$ cat config.mk
export PLATFORM = sky130hd
export DESIGN_NAME = fifo_read_drain
export DESIGN_NICKNAME = d
export VERILOG_FILES = /design/src/rtl/fifo_drain_pkg.sv /design/src/rtl/fifo_skid_buf2.sv /design/src/rtl/fifo_read_drain.sv
export SDC_FILE = /design/constraint.sdc
export NUM_CORES = 1
export LEC_CHECK = 0
export ABC_AREA = 1
export BUFFER_PORTS_ARGS = -buffer_cell sky130_fd_sc_hd__buf_4
export CELL_PAD_IN_SITES_DETAIL_PLACEMENT = 1
export CELL_PAD_IN_SITES_GLOBAL_PLACEMENT = 1
export CORE_MARGIN = 4
export CORE_UTILIZATION = 35
export CTS_CLUSTER_DIAMETER = 200
export CTS_CLUSTER_SIZE = 14
export DETAILED_ROUTE_END_ITERATION = 10
export PLACE_DENSITY = 0.84
export SLEW_MARGIN = 30
export SYNTH_ARGS = -nofsm -noshare
export SYNTH_HDL_FRONTEND = slang
export SYNTH_SLANG_ARGS = --single-unit
$ cat constraint.sdc
create_clock -name RCLK -period 1.6 [get_ports RCLK]
set_input_delay 0.16 -clock RCLK [delete_from_list [all_inputs] [get_ports RCLK]]
set_output_delay 0.16 -clock RCLK [all_outputs]
set_load 0.02 [all_outputs]
$ cat src/rtl/fifo_drain_pkg.sv
// Shared types and sizing for the async-FIFO read-side drain logic.
package fifo_drain_pkg;

    typedef enum logic [1:0] {
        IDLE   = 2'd0,
        STREAM = 2'd1,
        FLUSH  = 2'd2
    } drain_state_t;

    localparam int BUF_DEPTH = 2;
    localparam int CNT_W     = 16;
    localparam int PTR_W     = $clog2(BUF_DEPTH);
    localparam int BCNT_W    = $clog2(BUF_DEPTH + 1);

endpackage

$ cat src/rtl/fifo_skid_buf2.sv
// Two-entry valid/ready skid buffer: push at tail, pop at head, synchronous clear.
module fifo_skid_buf2
    import fifo_drain_pkg::*;
#(
    parameter int DWIDTH = 8
) (
    input  logic              clk,
    input  logic              rst_n,
    input  logic              push,
    input  logic [DWIDTH-1:0] push_data,
    input  logic              pop,
    input  logic              clear,
    output logic [DWIDTH-1:0] head,
    output logic [BCNT_W-1:0] count
);

    logic [DWIDTH-1:0] mem_reg [BUF_DEPTH];
    logic [PTR_W-1:0]  wr_ptr_reg;
    logic [PTR_W-1:0]  rd_ptr_reg;
    logic [BCNT_W-1:0] count_reg;

    always_ff @(posedge clk or negedge rst_n) begin
        if (!rst_n) begin
            wr_ptr_reg <= '0;
            rd_ptr_reg <= '0;
            count_reg  <= '0;
        end else if (clear) begin
            wr_ptr_reg <= '0;
            rd_ptr_reg <= '0;
            count_reg  <= '0;
        end else begin
            if (push) wr_ptr_reg <= wr_ptr_reg + 1'b1;
            if (pop)  rd_ptr_reg <= rd_ptr_reg + 1'b1;
            count_reg <= count_reg + BCNT_W'(push) - BCNT_W'(pop);
        end
    end

    generate
        for (genvar gi = 0; gi < BUF_DEPTH; gi++) begin : g_entry
            always_ff @(posedge clk or negedge rst_n) begin
                if (!rst_n)
                    mem_reg[gi] <= '0;
                else if (push && !clear && wr_ptr_reg == PTR_W'(gi))
                    mem_reg[gi] <= push_data;
            end
        end
    endgenerate

    assign head  = mem_reg[rd_ptr_reg];
    assign count = count_reg;

endmodule

$ cat src/rtl/fifo_read_drain.sv
// Read-side consumer of the async FIFO: pops into a 2-entry skid buffer feeding a valid/ready stream.
// Optional pop/drop statistics counters are built when FIFO_DRAIN_STATS_EN is defined.
module fifo_read_drain
    import fifo_drain_pkg::*;
#(
    parameter int DWIDTH = 8
) (
    input  logic              RCLK,
    input  logic              RRST_n,
    input  logic              EN,
    input  logic              FLUSH,
    input  logic              REMPTY,
    input  logic [DWIDTH-1:0] RDATA,
    output logic              RINC,
    output logic              O_VALID,
    input  logic              O_READY,
    output logic [DWIDTH-1:0] O_DATA,
    output logic              FLUSH_DONE
`ifdef FIFO_DRAIN_STATS_EN
    ,
    output logic [CNT_W-1:0]  POP_CNT,
    output logic [CNT_W-1:0]  DROP_CNT
`endif
);

    drain_state_t      state_reg;
    drain_state_t      state_next;
    logic              rinc_comb;
    logic              in_flush;
    logic              flush_entry;
    logic              buf_push;
    logic              xfer;
    logic              flush_done_reg;
    logic [BCNT_W-1:0] buf_count;

    assign in_flush    = (state_reg == fifo_drain_pkg::FLUSH);
    // A flush request while already flushing is ignored, so it never re-clears or re-counts.
    assign flush_entry = FLUSH && !in_flush;

    always_ff @(posedge RCLK or negedge RRST_n) begin
        if (!RRST_n)
            state_reg <= IDLE;
        else
            state_reg <= state_next;
    end

    always_comb begin
        state_next = state_reg;
        rinc_comb  = 1'b0;
        case (state_reg)
            IDLE: begin
                if (EN) state_next = STREAM;
            end
            STREAM: begin
                rinc_comb = !REMPTY && (buf_count < BCNT_W'(BUF_DEPTH));
                if (!EN) state_next = IDLE;
            end
            fifo_drain_pkg::FLUSH: begin
                rinc_comb = !REMPTY;
                if (REMPTY) state_next = EN ? STREAM : IDLE;
            end
            default: state_next = IDLE;
        endcase
        if (flush_entry) state_next = fifo_drain_pkg::FLUSH;
    end

    assign RINC     = rinc_comb;
    assign buf_push = rinc_comb && !in_flush;
    assign O_VALID  = (buf_count != '0) && !in_flush;
    assign xfer     = O_VALID && O_READY;

    fifo_skid_buf2 #(
        .DWIDTH (DWIDTH)
    ) u_skid (
        .clk       (RCLK),
        .rst_n     (RRST_n),
        .push      (buf_push),
        .push_data (RDATA),
        .pop       (xfer),
        .clear     (flush_entry),
        .head      (O_DATA),
        .count     (buf_count)
    );

    // Registered so the pulse lands in the first cycle after FLUSH is left.
    always_ff @(posedge RCLK or negedge RRST_n) begin
        if (!RRST_n)
            flush_done_reg <= 1'b0;
        else
            flush_done_reg <= in_flush && REMPTY;
    end

    assign FLUSH_DONE = flush_done_reg;

`ifdef FIFO_DRAIN_STATS_EN
    logic [CNT_W-1:0] pop_cnt_reg;
    logic [CNT_W-1:0] drop_cnt_reg;
    logic [CNT_W-1:0] drop_inc;

    // On flush entry the discarded words are what the buffer would have held after this edge.
    always_comb begin
        drop_inc = '0;
        if (flush_entry)
            drop_inc = CNT_W'(buf_count) + CNT_W'(buf_push) - CNT_W'(xfer);
        else if (in_flush && rinc_comb)
            drop_inc = CNT_W'(1);
    end

    always_ff @(posedge RCLK or negedge RRST_n) begin
        if (!RRST_n) begin
            pop_cnt_reg  <= '0;
            drop_cnt_reg <= '0;
        end else begin
            pop_cnt_reg  <= pop_cnt_reg + CNT_W'(xfer);
            drop_cnt_reg <= drop_cnt_reg + drop_inc;
        end
    end

    assign POP_CNT  = pop_cnt_reg;
    assign DROP_CNT = drop_cnt_reg;
`endif

endmodule
# Word level (Yosys, flattened, before mapping)

Index checks and enable logic that the tools add are counted.
W data, S select, Z words.

Add/subtract/negate cells: 4
Multiply operators: 0
Divide/modulo/power cells: 0
$lt $le $gt $ge: 2
Eq/ne operators: 5
Shifts and indexed selects: 0
Multiplexer cells: 15
Bitwise operators: 2
Reduce and logical (&&, ||, !) cells: 17

Operator list:

| operator              | number |
|---|---|
| $mux W8               | 3 |
| $mux W2               | 5 |
| $logic_and A1 B1 Y1   | 9 |
| $ne A3 B2 Y1 const B  | 3 |
| $pmux W2 S3           | 1 |
| $reduce_bool A2 Y1    | 3 |
| $mux W1               | 5 |
| $logic_not A1 Y1      | 3 |
| $reduce_and A3 Y1     | 1 |
| $add A1 B1 Y1 const B | 2 |
| $add A2 B1 Y2         | 1 |
| $eq A2 B1 Y1 const B  | 1 |
| $eq A2 B2 Y1 const B  | 1 |
| $ge A2 B2 Y1 const B  | 1 |
| $logic_not A2 Y1      | 1 |
| $lt A2 B2 Y1 const B  | 1 |
| $not A1 Y2            | 1 |
| $pmux W1 S2           | 1 |
| $sub A2 B1 Y2         | 1 |
| $not A1 Y1            | 1 |

Register bits after elaboration: 23
Latch bits: 0
Bits in writable memories: 0
Memory bits (read-only): 0
Input port bits: 14
Output and inout bits: 11
Logic and storage cells: 52
Memories kept: 0

# Longest topological paths before layout

Gate-level depths: netlist of the first run.

Word-level depth: 7
Mapped depth: 10
Mapped depth without buffers: 10

# Cells and area by module

Synthesis of the first run repeated with hierarchy kept, for this count alone.

Cells, all modules: 129
Area total of the unflattened synthesis: 1233.7 µm²

By module, submodules not included:

| module          | instances | cells an instance | area an instance (µm²) | sequential area each (µm²) |
|---|---|---|---|---|
| fifo_skid_buf2  | 1         | 93                | 985.9                  | 500.5 |
| fifo_read_drain | 1         | 36                | 247.7                  | 75.1 |

# Worst setup path before layout of the first run

Ideal clock, no wire load.

Kind: register to register
Start point: register state_reg[0]
End point: register u_skid.count_reg[1] (netlist: u_skid.count[1])
Setup time: 0.118 ns
Data arrival time: 1.762 ns
Required time: 1.482 ns
Slack: -0.281 ns
Cell stages (with the launch flop): 11
Path buffers: 0
Period minus slack after synthesis: 1.881 ns
Path through: dfrtp_1 > inv_1 > ha_1 > nor2_1 > nand2_1 > inv_1 > ha_1 > inv_1 > ha_1 > xor2_1 > nor2_1

Longest elaborated chain between the ends: 6
Elaborated cells on any way between the ends: 11
Classes of those cells: add/sub (2); eq/ne (2); mux (2); reduce/logical (5)

RTL lines:

| element                | RTL line              | text |
|---|---|---|
| start, declared        | fifo_read_drain.sv:26 | `drain_state_t state_reg;` |
| start signal, assigned | fifo_read_drain.sv:44 | `state_reg <= state_next;` |
| $eq A2 B2 Y1           | fifo_read_drain.sv:36 | `assign in_flush = (state_reg == fifo_drain_pkg::FLUSH);` |
| $logic_not A1 Y1       | fifo_read_drain.sv:69 | `assign O_VALID = (buf_count != '0) && !in_flush;` |
| $logic_and A1 B1 Y1    | fifo_read_drain.sv:69 |  |
| named net O_VALID      | fifo_read_drain.sv:15 | `output logic O_VALID,` |
| $logic_and A1 B1 Y1    | fifo_read_drain.sv:70 | `assign xfer = O_VALID && O_READY;` |
| $sub A2 B1 Y2          | fifo_skid_buf2.sv:34  | `count_reg <= count_reg + BCNT_W'(push) - BCNT_W'(pop);` |
| $mux W2                | fifo_skid_buf2.sv:27  | `end else if (clear) begin` |
| end signal, assigned   | fifo_skid_buf2.sv:34  |  |
| end, declared          | fifo_skid_buf2.sv:20  | `logic [BCNT_W-1:0] count_reg;` |

The timed path passes the listed nets, and every way through them passes these cells.
A chain may end at the register's enable or synchronous reset.

# Worst setup path after layout of the first run

Start point: register state_reg[1]
End point: register u_skid.mem_reg[10] (netlist name)

Longest elaborated chain between the ends: 6
Elaborated cells on any way between the ends: 9
Classes of those cells: eq/ne (2); mux (1); reduce/logical (6)

RTL lines:

| element                                              | RTL line             | text |
|---|---|---|
| branches (longest 4 deep; another with $eq A2 B2 Y1) | n/a                  |  |
| $logic_and A1 B1 Y1 * (2 in a row)                   | fifo_skid_buf2.sv:43 | `else if (push && !clear && wr_ptr_reg == PTR_W'(gi))` |
| end signal, assigned by index                        | fifo_skid_buf2.sv:44 | `mem_reg[gi] <= push_data;` |
| end, declared                                        | fifo_skid_buf2.sv:17 | `logic [DWIDTH-1:0] mem_reg [BUF_DEPTH];` |

Mark *: on every way between the ends.

==> parameters.txt, run 1 <==
Parameter                              Value

Outcome
  Status    finished with violations
  Failing checks    negative setup slack

Cells and area
  Area taken by flip-flops and latches    575.6 µm²
  Post-layout instance count excluding filler cells    233
  Final net count    209
  Multi-input gate area    634.4 µm²
  Layout cells sized above 1    0.3598
  Relative area change from synthesis to final layout    41.70%
  Count of fill cells added during filler insertion    401
  Utilization after layout    0.5353
  Count of antenna diodes in the layout    0
  Max reg flops    16

Synth
  Synthesized Nets    166
  Mean cell area of the mapped netlist    8.103 µm²
  Post-synth design cell area    1191 µm²
  Count of distinct cell types in the synthesized netlist    20
  Number of warnings issued by yosys    0
  Sequential fraction of the synthesis area    0.4832
  Synth Register Bits    23
  Gate Count Post-Synth    147

STA
  Final worst-path cycle share    1.050
  Final setup viols    18
  Worst clock skew    6.674 ps
  Final worst hold slack    81.57 ps
  Total negative setup slack    -689.4 ps
  F_max    0.5950 GHz
  Final-report hold violation count    0
  Final worst slack    -80.77 ps
  Worst relative slew slack    0.7990
  RSZ-0062 raised after global routing    true
  Number of pins exceeding their max-slew limit in the final report    0
  Tmin final    1681 ps
  Slew at the pin closest to its max-slew limit    301.4 ps

Floorplan
  Area enclosed by the die boundary    4400 µm²
  Floorplan die height    66.34 µm
  Row count    20
  Overall die width    66.34 µm
  Core Footprint    3153 µm²
  I/O Pins    25
  Starting density of the core    0.3778

Drt
  Average vias per placed instance    4.803
  Antenna-violating nets left    0
  Aggregate routed wire length    3642 µm
  Starting DRC count in detailed routing    58
  Average detailed-routed wire length per instance    15.63 µm
  DRT Pass-1 Iters    4
  DRC violation count after routing    0
  Total vias in the final route    1119

GRT
  Overall global routing resource usage    0.1724
  Global-route wire length before repair    5761 µm
  Remaining Overflow, GRT    0
  Number of global-route vias before repair    1270
  Antenna violations before repair    0
  Maximum number of pins on one net before global-route repair    24

Place
  Placed cell count    220
  Port Buffer Count    24
  Weighted congestion reported at the end of routability-driven placement    0.7976
  Total half-perimeter wirelength after legalization and detailed placement    2356 µm

Worst setup path
  Required @ worst endpoint    1850 ps
  Kind of end point of the critical path    flop
  Largest fanout on the critical path    5
  Arrival time reported for the critical path endpoint    1930 ps
  Critical Path Source Type    flop
  Critical path type    reg2reg

Clock tree
  Clock tree from TritonCTS    built
  Maximum level of the CTS H-tree    1
  Clock buffers created by TritonCTS    3
  TritonCTS Sinks    23
  Clock transition at the registers of the reported paths    130 ps
  Max clock buf depth    2
  Clk_lat worst skew    310 ps
  Clock root cell    clkbuf_4

Pwr
  Power Total    2.680 mW
  Maximum vdd drop    0.0006260 V
  Pwr/cell area    1588 nW/µm²
  Leakage power total    0.9307 nW

Run
  Maximum capacitance violations    0

Min path
  Hold Path Class    in2reg
[kinds of logic (layout without fill, tap and decap cells)]
kind of cell | count (synthesis) | in the layout | share of synthesized area
flip-flops | 23 | 23 | 0.4832
AO/OA/AOI/OAI | 6 | 6 | 0.02730
AND/OR/NAND/NOR | 92 | 92 | 0.3498
XOR/XNOR | 3 | 3 | 0.02206
buffers and inverters | 18 | 60 | 0.06512
adder cells (fa/ha/maj) | 5 | 5 | 0.05252
[cells in the final DEF, fill, tap and decap left out, types with 2 or more instances in the layout]
cell / Yosys / routed
o21ai_0: 3 / 3
nor2_1: 7 / 5
ha_4: 0 / 5
dfrtp_1: 23 / 23
clkbuf_4: 0 / 3
nand2_2: 2 / 2
nor2_4: 2 / 3
xor2_1: 2 / 2
nand2_1: 62 / 60
inv_2: 1 / 8
nand3_1: 17 / 17
buf_6: 1 / 7
inv_1: 13 / 5
buf_4: 0 / 33
[repair_timing]
item,CTS,global route
gates resized for setup,15,13
endpoints found under the setup margin,17,21
setup buffers,5,3
pin swaps,9,9
hold buffers,1,0
hold endpoints to repair,23,0
cloned,0,1
[layout make-up]
cell class                 instances  share of cell area
inverter                          15             0.03484
sequential                        23              0.3410
multi-input combinational        106              0.3758
clock inverter                     1            0.002965
tap                               44             0.03262
clock buffer                       3             0.01334
timing repair buffer              41              0.1994
[worst max-delay path: stages (launching register included)]
cell and delay, ps:
dfrtp_1 420, buf_6 130, ha_4 160, buf_4 150, inv_2 100, nand3_4 130, nor2_8 200, buf_6 150
nand3_1 80, nand2_1 100
[where the power goes]
part / switching [mW] / leakage, nW / internal [mW]
Sequential: 0.0993 / 0.309 / 0.752
Combinational: 0.884 / 0.604 / 0.671
Clock: 0.181 / 0.0177 / 0.0934
[metrics by stage]
step	setup WS, ps	instance area (µm²)
floorplan	8.071	1211
global placement	63.25	1485
detailed placement	-41.44	1485
CTS	-48.94	1622
global route	-148.8	1688
finish	-80.77	1688
[cells in the mapped netlist]
master    count  share of area
a21oi_1       1         0.0042
buf_2         2         0.0084
buf_6         1         0.0095
clkinv_1      1         0.0031
dfrtp_1      23           0.48
ha_1          5          0.053
inv_1        13          0.041
inv_2         1         0.0031
nand2_1      62           0.20
nand2_2       2          0.011
nand3_1      17          0.071
nand3_4       1          0.015
nor2_1        7          0.022
nor2_4        2          0.019
nor2_8        1          0.017
o21a_1        1         0.0063
o21ai_0       3          0.013
o21ai_1       1         0.0042
xnor2_1       1         0.0074
xor2_1        2          0.015
[routing by layer]
layer,up-vias,track usage,part of all wire
met5,-,0,0
met4,0,0.05584,0.016
met3,8,0.02891,0.035
met2,30,0.2974,0.52
met1,537,0.2167,0.43
li1,544,-,-
[final timing paths]
kind,startpoint,slack (ps),depth (start not counted),endpoint
min reg2reg,u_skid.mem_reg[7],490,2,u_skid.mem_reg[7]
max,state_reg[1],-80,9,u_skid.mem_reg[10]
max in group asynchronous,RRST_n,1100,2,u_skid.mem_reg[4]
max reg2reg,state_reg[1],-80,9,u_skid.mem_reg[10]
min,REMPTY,80,3,FLUSH_DONE
min in group asynchronous,RRST_n,260,2,state_reg[0]
(Power assumes the default switching activity.)
==> run 2: changes to the inputs <==
--- a/config.mk
+++ b/config.mk
@@ -15,6 +15,7 @@
 export CTS_CLUSTER_SIZE = 14
 export DETAILED_ROUTE_END_ITERATION = 10
 export PLACE_DENSITY = 0.84
+export RECOVER_POWER = 50
 export SLEW_MARGIN = 30
 export SYNTH_ARGS = -nofsm -noshare
 export SYNTH_HDL_FRONTEND = slang
==> run 2 against run 1 <==
The run still ends with negative setup slack left. Worst hold slack hardly changed. Final area is 0.15% lower. Largest power group unchanged. Worst setup slack worse by 0.50 ps. Via count is 0.27% higher. Die area stayed put. Register-to-register slack hardly changed. First-iteration DRC count stayed put. Flip-flop and latch count stayed put. Final cell count stayed put. Utilization is 0.079 points lower.
==> parameters.txt, run 2 (same netlist as run 1, synthesis figures left out) <==
Parameter                              Value

GRT
  Remaining Overflow, GRT    0
  Maximum number of pins on one net before global-route repair    24
  Antenna violations before repair    0
  Global-route wire length before repair    5761 µm
  Number of global-route vias before repair    1270
  Overall global routing resource usage    0.1724

Cells and area
  Layout cells sized above 1    0.3598
  Max reg flops    16
  Leading cell type in the layout, fill and taps excluded    nand2_1
  Count of fill cells added during filler insertion    401
  Post-Layout Inst Area    1685 µm²
  Relative area change from synthesis to final layout    41.49%
  Utilization after layout    0.5345
  Most frequent cells in the layout    60 x nand2_1, 32 x buf_4, 23 x dfrtp_1
  Multi-input gate area    634.4 µm²
  Final net count    209
  Count of antenna diodes in the layout    0
  Post-layout instance count excluding filler cells    233
  Area taken by flip-flops and latches    575.6 µm²

Worst setup path
  Register-to-Register Path Depth    9
  Required @ worst endpoint    1850 ps
  Source of the worst register-to-register timing path    state_reg[1]
  Sum of buffers and inverters on the critical path    4
  Critical-path cell list    buf_6 -> ha_4 -> buf_4 -> inv_2 -> nand3_4 -> nor2_8 -> buf_6 -> nand3_1 -> nand2_1
  Critical path type    reg2reg
  R2R Setup Slk    -80 ps
  Kind of cell with the highest combined delay on the critical path    buffers and inverters
  Critical Path Source Type    flop
  Kind of end point of the critical path    flop
  Reg-to-reg endpoint    u_skid.mem_reg[10]
  Largest fanout on the critical path    5
  Slowest stage cell on the critical path    dfrtp_1
  CP peak stage delay    420 ps
  Arrival time reported for the critical path endpoint    1930 ps
  Most frequent cell on the critical path    buf_6

Pwr
  Maximum vdd drop    0.0006255 V
  Proportion of total power due to net switching    0.4345
  Power Total    2.680 mW
  Clock network fraction of design power    0.102
  Internal power consumption    1.516 mW
  Sequential group share of total power    0.317
  Portion of total power attributed to combinational logic    0.580
  Leakage power total    0.9300 nW
  Psw    1.165 mW
  Pwr/cell area    1590 nW/µm²

STA
  Final worst hold slack    81.61 ps
  Final-report hold violation count    0
  Tmin final    1681 ps
  F_max    0.5948 GHz
  Final setup viols    18
  Final worst-path cycle share    1.051
  RSZ-0062 raised after global routing    true
  Number of pins exceeding their max-slew limit in the final report    0
  Worst clock skew    6.674 ps
  Worst relative slew slack    0.6115
  Total negative setup slack    -700.9 ps
  Slew at the pin closest to its max-slew limit    582.8 ps
  Final worst slack    -81.27 ps

Drt
  DRC violation count after routing    0
  Average detailed-routed wire length per instance    15.66 µm
  Total vias in the final route    1122
  Starting DRC count in detailed routing    58
  Average vias per placed instance    4.815
  Antenna-violating nets left    0
  DRT Pass-1 Iters    4
  Aggregate routed wire length    3648 µm

Min path
  Number of cells traversed by the worst hold path    3
  Hold Path Class    in2reg
  Beginning of the worst hold path    REMPTY
  Sink of the worst hold path    FLUSH_DONE

Floorplan
  Area enclosed by the die boundary    4400 µm²
  Core Footprint    3153 µm²
  Starting density of the core    0.3778
  Overall die width    66.34 µm
  Row count    20
  Floorplan die height    66.34 µm
  I/O Pins    25

Place
  Total half-perimeter wirelength after legalization and detailed placement    2356 µm
  Placed cell count    220
  Standard cell area after detailed placement    1485 µm²
  Port Buffer Count    24
  Placement Setup Slack    -41.44 ps
  Weighted congestion reported at the end of routability-driven placement    0.7976

Clock tree
  Clock buffers created by TritonCTS    3
  Clk_lat worst skew    310 ps
  Clock tree from TritonCTS    built
  Maximum level of the CTS H-tree    1
  Clock root cell    clkbuf_4
  Max clock buf depth    2
  TritonCTS Sinks    23
  Clock transition at the registers of the reported paths    130 ps

Outcome
  Failing checks    negative setup slack
  Status    finished with violations

Run
  Maximum capacitance violations    0
run 2: final cells by class:
class,count,area share
clock buffer,3,0.01336
clock inverter,1,0.002970
inverter,15,0.03489
multi-input combinational,106,0.3764
sequential,23,0.3415
tap,44,0.03267
timing repair buffer,41,0.1982
run 2: routing by layer:
| metal | wire, µm | part of all wire | GRT usage | vias to the layer above |
|---|---|---|---|---|
| met3 | 119 | 0.033 | 0.02891 | 8 |
| met1 | 1571 | 0.43 | 0.2167 | 542 |
| met2 | 1897 | 0.52 | 0.2974 | 28 |
| li1 | - | - | - | 544 |
| met4 | 59 | 0.016 | 0.05584 | 0 |
| met5 | 0 | 0 | 0 | - |
run 2: worst max-delay path by stage:
stage                     cells after the start  slack, ps                  to    startpoint
after floorplan                              10          8     u_skid.count[1]  state_reg[0]
after global placement                       10         60     u_skid.count[1]  state_reg[0]
after detailed placement                     10        -40     u_skid.count[1]  state_reg[0]
after CTS                                     5        -50                RINC  state_reg[1]
after global routing                          6       -150                RINC  state_reg[1]
final                                         9        -80  u_skid.mem_reg[10]  state_reg[1]
run 2: worst min-delay path: cells and delay by family:
| family | cells | cell delay (ps) |
|---|---|---|
| buf+inv | 2 | 160 |
| simple gates | 1 | 50 |
run 2: repair_timing:
item | 4_1_cts | 5_1_grt
cloned | 0 | 1
endpoints found under the hold margin | 23 | 0
hold buffers | 1 | 0
setup endpoints to repair | 17 | 21
setup buffers | 5 | 3
pin swaps | 9 | 9
gates resized for setup | 15 | 13
run 2: power groups by stage:
stage	registers [mW]	logic [mW]	clock network [mW]
after floorplan	0.848	0.753	0
after global placement	0.849	1.13	0
after detailed placement	0.863	1.20	0
after CTS	0.850	1.42	0.282
after global routing	0.871	1.71	0.313
final	0.851	1.56	0.274
==> run 3: changes to the inputs <==
--- a/config.mk
+++ b/config.mk
@@ -7,7 +7,7 @@
 export LEC_CHECK = 0
 export ABC_AREA = 1
 export BUFFER_PORTS_ARGS = -buffer_cell sky130_fd_sc_hd__buf_4
-export CELL_PAD_IN_SITES_DETAIL_PLACEMENT = 1
+export CELL_PAD_IN_SITES_DETAIL_PLACEMENT = 0
 export CELL_PAD_IN_SITES_GLOBAL_PLACEMENT = 1
 export CORE_MARGIN = 4
 export CORE_UTILIZATION = 35
==> run 3 against run 2 <==
The flow still finishes with violations (negative setup slack). Die area stayed put. Power is 3.5% lower. Clock power is 3% lower. Worst hold slack better by 1.2 ps. Count of clock-buffer cells in the layout is 1 higher. Clock skew is 5.4 ps lower. Non-clock buffer count is 3 lower. Critical path depth is 4 lower. Sequential power is 0.7% lower. Maximum frequency is 3.3% higher. Critical path type is now reg2out.
==> parameters.txt, run 3 (same netlist as run 1, synthesis figures left out) <==
Parameter                              Value

Floorplan
  Floorplan die height    66.34 µm
  Starting density of the core    0.3778
  Area enclosed by the die boundary    4400 µm²
  Overall die width    66.34 µm
  Core Footprint    3153 µm²
  I/O Pins    25
  Row count    20

Pwr
  Maximum vdd drop    0.0006277 V
  Leakage power total    0.9126 nW
  Pwr/cell area    1518 nW/µm²

Clock tree
  Clock tree from TritonCTS    built
  Maximum level of the CTS H-tree    1
  TritonCTS Sinks    23
  Clock root cell    clkbuf_4
  Clk_lat worst skew    300 ps
  Clock transition at the registers of the reported paths    120 ps
  Max clock buf depth    2
  Clock buffers created by TritonCTS    3

Run
  Maximum capacitance violations    0

Worst setup path
  Largest fanout on the critical path    4
  Source of the worst register-to-register timing path    state_reg[1]
  Kind of end point of the critical path    primary output
  Critical Path Source Type    flop
  Critical path type    reg2out
  Arrival time reported for the critical path endpoint    1470 ps
  Register-to-Register Path Depth    10
  Required @ worst endpoint    1440 ps
  Reg-to-reg endpoint    u_skid.count[1]
  R2R Setup Slk    -20 ps

Min path
  Number of cells traversed by the worst hold path    3
  Hold Path Class    in2reg
  Sink of the worst hold path    u_skid.mem_reg[11]
  Beginning of the worst hold path    RDATA[3]

Cells and area
  Most frequent cells in the layout    58 x nand2_1, 31 x buf_4, 23 x dfrtp_1
  Count of antenna diodes in the layout    0
  Relative area change from synthesis to final layout    43.07%
  Final net count    207
  Leading cell type in the layout, fill and taps excluded    nand2_1
  Max reg flops    16
  Utilization after layout    0.5405
  Layout cells sized above 1    0.4011

Drt
  Starting DRC count in detailed routing    63
  DRC violation count after routing    0
  Total vias in the final route    1071
  Aggregate routed wire length    2971 µm
  Antenna-violating nets left    0
  DRT Pass-1 Iters    4
  Average detailed-routed wire length per instance    12.86 µm
  Average vias per placed instance    4.636

STA
  Final worst slack    -27.38 ps
  Tmin final    1627 ps
  F_max    0.6145 GHz
  Final setup viols    2
  Number of pins exceeding their max-slew limit in the final report    0
  Final worst-path cycle share    1.017
  Worst clock skew    1.258 ps
  Slew at the pin closest to its max-slew limit    568.7 ps
  RSZ-0062 raised after global routing    true
  Final-report hold violation count    0
  Worst relative slew slack    0.6209

Place
  Placement Setup Slack    -15.25 ps
  Weighted congestion reported at the end of routability-driven placement    0.7976
  Total half-perimeter wirelength after legalization and detailed placement    1954 µm
  Port Buffer Count    24

GRT
  Busiest layer in global routing    met2
  Met1 layer usage reported by global route    0.1563
  Met2 Resource Use GR    0.2503
  Antenna violations before repair    0
  Maximum number of pins on one net before global-route repair    24
  Remaining Overflow, GRT    0
  Met3 global-route usage    0.02041
  Number of global-route vias before repair    1020
  Global-route wire length before repair    4478 µm
  Overall global routing resource usage    0.1353

Outcome
  Status    finished with violations
  Failing checks    negative setup slack
==> run 3: changes by cell type in the layout (fill, tap and decap cells not counted), moves of 2 or more <==
cell	before	now
buf_6	7	5
nand2_1	60	58
nand2_2	2	4
nand2_4	1	3
nand3_1	17	9
nand3_2	0	8
==> run 3: worst max-delay path by stage <==
stage,depth (start not counted),start,endpoint,slack (ps)
final,5,state_reg[1],RINC,-30
after global routing,9,state_reg[0],u_skid.mem_reg[1],-90
after CTS,6,state_reg[1],RINC,-70
after detailed placement,9,state_reg[1],u_skid.count[1],-20
after global placement,10,state_reg[0],u_skid.count[1],60
after floorplan,10,state_reg[0],u_skid.count[1],8
==> run 3: final cells by class <==
type                            count  area [µm²]
Fill cell                         323        1449
Multi-Input combinational cell    107       681.9
Sequential cell                    23       575.6
Timing Repair Buffer               38       304.0
Inverter                           15       61.31
Tap cell                           44       55.05
Clock buffer                        4       26.28
==> run 3: per-layer routing <==
metal / wire length [µm] / share of wire
met1: 1237 / 0.42
met2: 1611 / 0.54
met3: 107 / 0.036
met4: 15 / 0.0050
met5: 0 / 0
==> run 3: power breakdown <==
part           internal, mW  switching [mW]
sequential            0.752          0.0934
clock                0.0972           0.168
combinational         0.647           0.830
total                  1.50            1.09
==> run 3: critical path: stages, from the launching register on <==
cell and delay [ps]:
dfrtp_1 410, buf_4 150, ha_4 160, buf_6 120, o21a_1 190, buf_6 130
==> run 3: metrics by stage <==
stage	setup TNS (ps)	instance area, µm²	total power, mW	cells	hold slack, ps
detailed placement	-15.25	1485	2.027	220	72.38
CTS	-71.42	1553	2.369	225	75.60
floorplan	0	1211	1.601	147	-135.6
finish	-52.34	1704	2.587	231	82.78
global route	-1120	1704	2.782	231	87.87
global placement	0	1485	1.981	220	72.01
==> run 3: what timing repair did <==
item	in CTS	in global routing
cloned	0	2
resized for setup	8	29
buffers inserted	0	4
pin swaps	3	16
setup endpoints to repair	2	19
hold buffers	1	0
endpoints found under the hold margin	23	0
